[config.mk]
export PLATFORM = sky130hd
export DESIGN_NAME = wave_nco_gen
export DESIGN_NICKNAME = d
export VERILOG_FILES = /design/src/rtl/wave_nco_gen.sv
export SDC_FILE = /design/constraint.sdc
export NUM_CORES = 1
export LEC_CHECK = 0
export ABC_AREA = 1
export BUFFER_PORTS_ARGS = -buffer_cell sky130_fd_sc_hd__clkbuf_2
export CORE_ASPECT_RATIO = 0.8
export CORE_UTILIZATION = 45
export CTS_CLUSTER_SIZE = 16
export DETAILED_ROUTE_END_ITERATION = 6
export GPL_TIMING_DRIVEN = 0
export PLACE_DENSITY_LB_ADDON = 0.2
export SLEW_MARGIN = 20
export SYNTH_ARGS = -nofsm -noshare
export SYNTH_HDL_FRONTEND = slang
export SYNTH_SLANG_ARGS = --single-unit
[constraint.sdc]
create_clock -name i_clk -period 2.8 [get_ports i_clk]
set_clock_uncertainty 0.05 [all_clocks]
set_input_delay 0.84 -clock i_clk [delete_from_list [all_inputs] [get_ports i_clk]]
set_output_delay 0.84 -clock i_clk [all_outputs]
set_load 0.005 [all_outputs]
[src/rtl/wave_nco_gen.sv]
// wave_nco_gen: phase-accumulator NCO producing saw/triangle/square/LFSR-noise samples at a divided sample rate.
// Latency: o_sample/o_valid/o_wrap are registered and update one clock after the divider tick.
// Backpressure: none, the output is a free-running pulse stream; i_en=0 freezes all generator state.
// Optional hard sync to an external reference: define NCO_SYNC_EN to add the i_sync input.
module wave_nco_gen #(
  parameter int PHASE_W = 16,
  parameter int OUT_W   = 8,
  parameter int DIV_W   = 8
) (
  input  logic               i_clk,
  input  logic               i_rst_n,
  input  logic               i_en,
  input  logic [1:0]         i_mode,
  input  logic [PHASE_W-1:0] i_phase_step,
  input  logic               i_step_load,
  input  logic [DIV_W-1:0]   i_tick_div,
`ifdef NCO_SYNC_EN
  input  logic               i_sync,
`endif
  output logic [OUT_W-1:0]   o_sample,
  output logic               o_valid,
  output logic               o_wrap
);

  localparam logic [15:0] LFSR_SEED = 16'hACE1;

  logic [DIV_W-1:0]   count;
  logic [PHASE_W-1:0] acc;
  logic [PHASE_W-1:0] step_shadow;
  logic [PHASE_W-1:0] step_active;
  logic [15:0]        lfsr;
  logic [15:0]        lfsr_next;
  logic [PHASE_W:0]   sum;
  logic               tick;
  logic               msb;
  logic [OUT_W-1:0]   tri_t;
  logic [OUT_W-1:0]   sample_next;

  // Sync (when present) takes precedence, so a sync cycle never produces a sample.
`ifdef NCO_SYNC_EN
  assign tick = i_en && !i_sync && (count == i_tick_div);
`else
  assign tick = i_en && (count == i_tick_div);
`endif

  // Carry out of the accumulator add is the wrap flag.
  assign sum       = {1'b0, acc} + {1'b0, step_active};
  assign lfsr_next = {lfsr[0] ^ lfsr[2] ^ lfsr[3] ^ lfsr[5], lfsr[15:1]};
  assign msb       = sum[PHASE_W-1];
  assign tri_t     = sum[PHASE_W-2 -: OUT_W];

  // Waveform shaping from the post-tick accumulator and LFSR values.
  always_comb begin
    sample_next = '0;
    case (i_mode)
      2'b00:   sample_next = sum[PHASE_W-1 -: OUT_W];
      2'b01:   sample_next = msb ? ~tri_t : tri_t;
      2'b10:   sample_next = {OUT_W{msb}};
      default: sample_next = lfsr_next[OUT_W-1:0];
    endcase
  end

  // Shadow step capture runs even while disabled; a later load overwrites an unapplied one.
  always_ff @(posedge i_clk or negedge i_rst_n) begin
    if (!i_rst_n) begin
      step_shadow <= '0;
    end else if (i_step_load) begin
      step_shadow <= i_phase_step;
    end
  end

  // Divider, accumulator, step hand-over and LFSR; everything advances only on a tick.
  always_ff @(posedge i_clk or negedge i_rst_n) begin
    if (!i_rst_n) begin
      count       <= '0;
      acc         <= '0;
      step_active <= '0;
      lfsr        <= LFSR_SEED;
    end
`ifdef NCO_SYNC_EN
    else if (i_sync) begin
      count       <= '0;
      acc         <= '0;
      step_active <= step_shadow;
    end
`endif
    else if (i_en) begin
      if (tick) begin
        count       <= '0;
        acc         <= sum[PHASE_W-1:0];
        step_active <= step_shadow;
        lfsr        <= lfsr_next;
      end else begin
        // Lowering i_tick_div below count lets this wrap through zero rather than tick early.
        count <= count + DIV_W'(1);
      end
    end
  end

  // Registered outputs: pulses last one clock, sample holds between ticks.
  always_ff @(posedge i_clk or negedge i_rst_n) begin
    if (!i_rst_n) begin
      o_sample <= '0;
      o_valid  <= 1'b0;
      o_wrap   <= 1'b0;
    end else begin
      o_valid <= tick;
      o_wrap  <= tick & sum[PHASE_W];
      if (tick) begin
        o_sample <= sample_next;
      end
    end
  end

endmodule

# Word-level counts from Yosys, hierarchy flattened
# Index checks and enable logic that the tools add are counted.
classes:
  add_sub_neg: 2
  n_reduce_logical: 3
  eq_ne: 3
  muxes: 3
  n_bitwise: 5
op_table:
  columns: ["cell", "n"]
  rows:
  - ["8-bit case mux with 3 select lines", 1]
  - ["16-bit by 16-bit adder with 17-bit output", 1]
  - ["8-bit two-way mux", 2]
  - ["8-bit by 1-bit adder with 8-bit output (second input constant)", 1]
  - ["8-bit == test", 1]
  - ["8-bit NOT", 1]
  - ["1-bit XOR", 3]
  - ["2-bit by 1-bit == test with 1-bit output (second input constant)", 1]
  - ["2-bit == test (second input constant)", 1]
  - ["2-bit logical NOT", 1]
  - ["2-bit AND reduction", 1]
  - ["1-bit bitwise AND", 1]
  - ["1-bit logical AND", 1]
word_totals:
  inputBits: 30
  elab_cells: 24
  register_bits: 82
  out_inout_bits: 10

# Logic depth before layout (Yosys ltp)
logic_depth:
  ltp_word: 4
  ltp_mapped: 15
  ltp_nobuf: 15

# Worst setup path before layout
# OpenSTA, ideal clock, no wires.
synth_path:
  kind: "input to register"
  startpoint: "in i_tick_div[1]"
  endpoint: "reg count[0]"
  setup_ns: 0.124
  setup_slack_ns: 0.862
  path_stages: 9
  path_buffers: 2
  required_time_ns: 2.626
  arrival_ns: 1.763
  path_cell_list: "xor2_1 > a211oi_1 > nand2_1 > nor2_1 > nand2_1 > buf_6 > buf_6 > a21oi_1 > a21oi_1"
synth_via:
  elab_chain_len: 3
synth_rtl:
  columns: ["element", "line_no", "rtl"]
  rows:
  - ["from (decl)", "16", "input logic [DIV_W-1:0] i_tick_div,"]
  - ["8-bit == test", "43", "assign tick = i_en && (count == i_tick_div);"]
  - ["1-bit logical AND", "43", null]
  - ["8-bit two-way mux", "88", "if (tick) begin"]
  - ["to (signal assigned)", "95", "count <= count + DIV_W'(1);"]
  - ["to (decl)", "27", "logic [DIV_W-1:0] count;"]
# No other way between the ends.
# A chain may end at the register's enable or synchronous reset.

# Worst setup path after layout
layout_path:
  startpoint: "reg acc[0]"
  endpoint: "reg o_sample[4]"
layout_via:
  elab_chain_len: 4
layout_rtl:
  columns: ["element", "line_no", "rtl"]
  rows:
  - ["from (decl)", "28", "logic [PHASE_W-1:0] acc;"]
  - ["from (signal assigned)", "90", "acc <= sum[PHASE_W-1:0];"]
  - ["16-bit by 16-bit adder with 17-bit output *", "47", "assign sum = {1'b0, acc} + {1'b0, step_active};"]
  - ["8-bit NOT", "57", "2'b01: sample_next = msb ? ~tri_t : tri_t;"]
  - ["8-bit two-way mux", "57", null]
  - ["8-bit case mux with 3 select lines *", "55", "case (i_mode)"]
  - ["to (signal assigned)", "110", "o_sample <= sample_next;"]
  - ["to (decl)", "20", "output logic [OUT_W-1:0] o_sample,"]
# Every way passes the cells marked *; elsewhere a longest branch is shown, timed or not.

==> results.yml <==
floorplan:
  die_w_um: 114
  start_util_pct: 46.7
  dieArea_um2: 10500
  core_area_um2: 9730
  fp.dieH_um: 91.8
  pin_count: 40
  num_rows: 32
sta:
  finalCritPeriodShare_pct: 80.7
  fin_setup_tns_ns: 0
  relSlewSlack_pct: 57.7
  setup_viol_count_final: 0
  hold_viol: 0
  worstMarginPinSlew_ns: 0.635
  rsz0062_at_grt: "no"
  fin_ws_ns: 0.540
  holdWs_ns: 0.431
  final.min_clock_period_ns: 2.26
  slew_violations: 0
  fmax_mhz: 442
status:
  status: "completed"
routing:
  wl_met1_um: 5040
  dr_total_vias: 3848
  via_per_inst: 4.85
  drt_iter0_markers: 199
  ant_nets: 0
  wl_met3_um: 321
  totalWireLength_um: 9850
  dr_wl_met2_um: 4370
  wire_per_inst_um: 12.4
  maxUsedRoutingLayer: "met4"
  drc_errors: 0
  first_pass_iters: 4
clock_tree:
  htreeDepth: 3
  cts_buffers: 9
  cts_root_buf: "clkbuf_16"
  cts_hold_buf: 0
  clk_pin_slew_worst_paths_ns: 0.07
  cts.sink_count: 82
  clock_latency_ns: 0.34
  clockBufferDepth: 2
  post-cts-setup-buffers: 0
  cts_tree: "yes"
  cts_resized: 0
logic_synthesis:
  syn_area_per_cell_um2: 7.52
  synth_nets: 652
  synthFlopType: "dfrtp_1"
  synth_area_leaders: "dfrtp_1 41%, nand2_1 18%, inv_1 6.4%"
  synth_edf_count: 0
  synth_seq_cells: 82
  yosysTopAreaCell: "dfrtp_1"
  synth_seq_area_share_pct: 45.4
  yosysTopAreaCellShare_pct: 40.8
  ys_warn_count: 0
  netlist_area_um2: 4540
  syn_inst: 604
  async_reset_ff_share_pct: 100
  synth_cell_type_count: 33
global_routing:
  grt_max_degree: 83
  antenna_found_initial: 0
  grt_pass1_vias: 3912
  grt_overflow: 0
  grt_pass1_wl_um: 17600
  track_usage_pct: 21.5
hold_path:
  hold_path.class: "reg -> reg"
  min_path_cells: 2
  hold_end: "lfsr[11]"
  holdCritStartpoint: "lfsr[11]"
worst_setup_path:
  crit_fanout: 4
  worstSetupStartpointType: "flop"
  required_ns: 2.98
  cp-end-kind: "flop"
  r2r_start: "acc[0]"
  reg2reg_depth: 12
  crit_arrival_ns: 2.44
  cp-startpoint: "acc[0]"
  ff2ff_setup_slack_ns: 0.54
  critPathKind: "reg -> reg"
  r2r_end: "o_sample[4]"
power_and_ir_drop:
  vdd_drop_max_mv: 0.332
  power.density_nw_per_um2: 742
  p_total_uw: 3870
  p_leak_uw: 0.00280
flow_run:
  cap_violations: 0
layout:
  antenna_cells: 0
  area_delta_synth_final_pct: 14.9
  layout-drive-gt1-share_pct: 14.0
  design_area_um2: 5220
  fill_cells: 933
  nets: 701
placed_design:
  place_ws_ns: 0.555
  numPortBuffers: 38
  gp_congestion: 0.870
  place_area_um2: 4910
  dp_hpwl_um: 7390
[metrics by stage]
step,std cells,utilization (%)
global placement,778,50.4
detailed placement,778,50.5
global route,794,53.6
floorplan,604,-
CTS,794,53.6
finish,794,53.6
[registers in the layout (all words and copies together) (netlist names)]
signal / cells
acc: 16
lfsr: 16
step_active: 16
step_shadow: 16
count: 8
o_sample: 8
o_valid: 1
o_wrap: 1
[routing by layer]
metal  GRT usage, %  vias up
met4           7.36        0
met1           28.6     1785
met3           4.96        9
li1               -     1993
met2           34.5       61
met5              0        -
[layout by cell type (no fill, tap or decap), types with 8 or more instances in the layout]
cell / n
nand2_1: 215
inv_1: 77
dfrtp_1: 74
clkbuf_2: 38
nor2_1: 35
o21ai_0: 34
nand3_1: 31
o21ai_1: 29
a21oi_1: 23
ha_1: 17
clkbuf_16: 9
dfstp_2: 8
[power breakdown]
group | leakage [uW] | total, uW | internal (uW) | switching [uW]
logic | 0.00160 | 1060 | 408 | 652
registers | 0.00105 | 1600 | 1450 | 147
clock network | 0.000149 | 1220 | 706 | 509
total | 0.00280 | 3870 | 2560 | 1310
[worst max path at each step]
stage,to,slack (ns),cells past startpoint
5_1_grt,o_sample[4],0.37,12
4_1_cts,o_sample[4],0.56,12
3_3_place_gp,count[7],-0.03,1
2_1_floorplan,count[0],0.86,9
3_5_place_dp,acc[3],0.56,10
6_report,o_sample[4],0.54,12
[cell usage after synthesis (7+ instances only)]
cell type  number
inv_1          77
nand2_1       215
o21ai_1        29
dfstp_2         8
buf_2           7
a21oi_1        23
dfrtp_1        74
o21ai_0        34
nor2_1         35
xnor2_1         7
ha_1           17
nand3_1        31
[layout make-up]
cell class | count | area [um^2] | area share, %
clock buffers | 9 | 225 | 4.32
well taps | 136 | 170 | 3.26
multi-input cells | 424 | 2070 | 39.6
flip-flops and latches | 82 | 2060 | 39.5
inverters | 81 | 304 | 5.83
repair buffers | 38 | 199 | 3.81
plain buffers | 17 | 108 | 2.06
clock inverters | 7 | 83.8 | 1.61
[critical path, stage by stage (launching register included)]
cell	delay (ns)
dfrtp_1	0.38
ha_1	0.23
fa_1	0.44
nand3_1	0.11
nand3_1	0.14
nand3_1	0.16
nand4_1	0.09
nand2_1	0.20
nor2_1	0.06
nor2_1	0.10
nand2_1	0.06
nand2_1	0.06
nand2_1	0.06
[kinds of logic (layout without fill, tap and decap cells)]
kind of cell	count (synthesis)	in the layout	synth area share [%]
simple gates	302	302	27.4
buf+inv	98	152	9.07
compound gates	91	91	10.5
flops	82	82	45.4
fa+ha+maj	18	18	5.13
xor+xnor	13	13	2.51
Power figures use the tool's default switching activity.
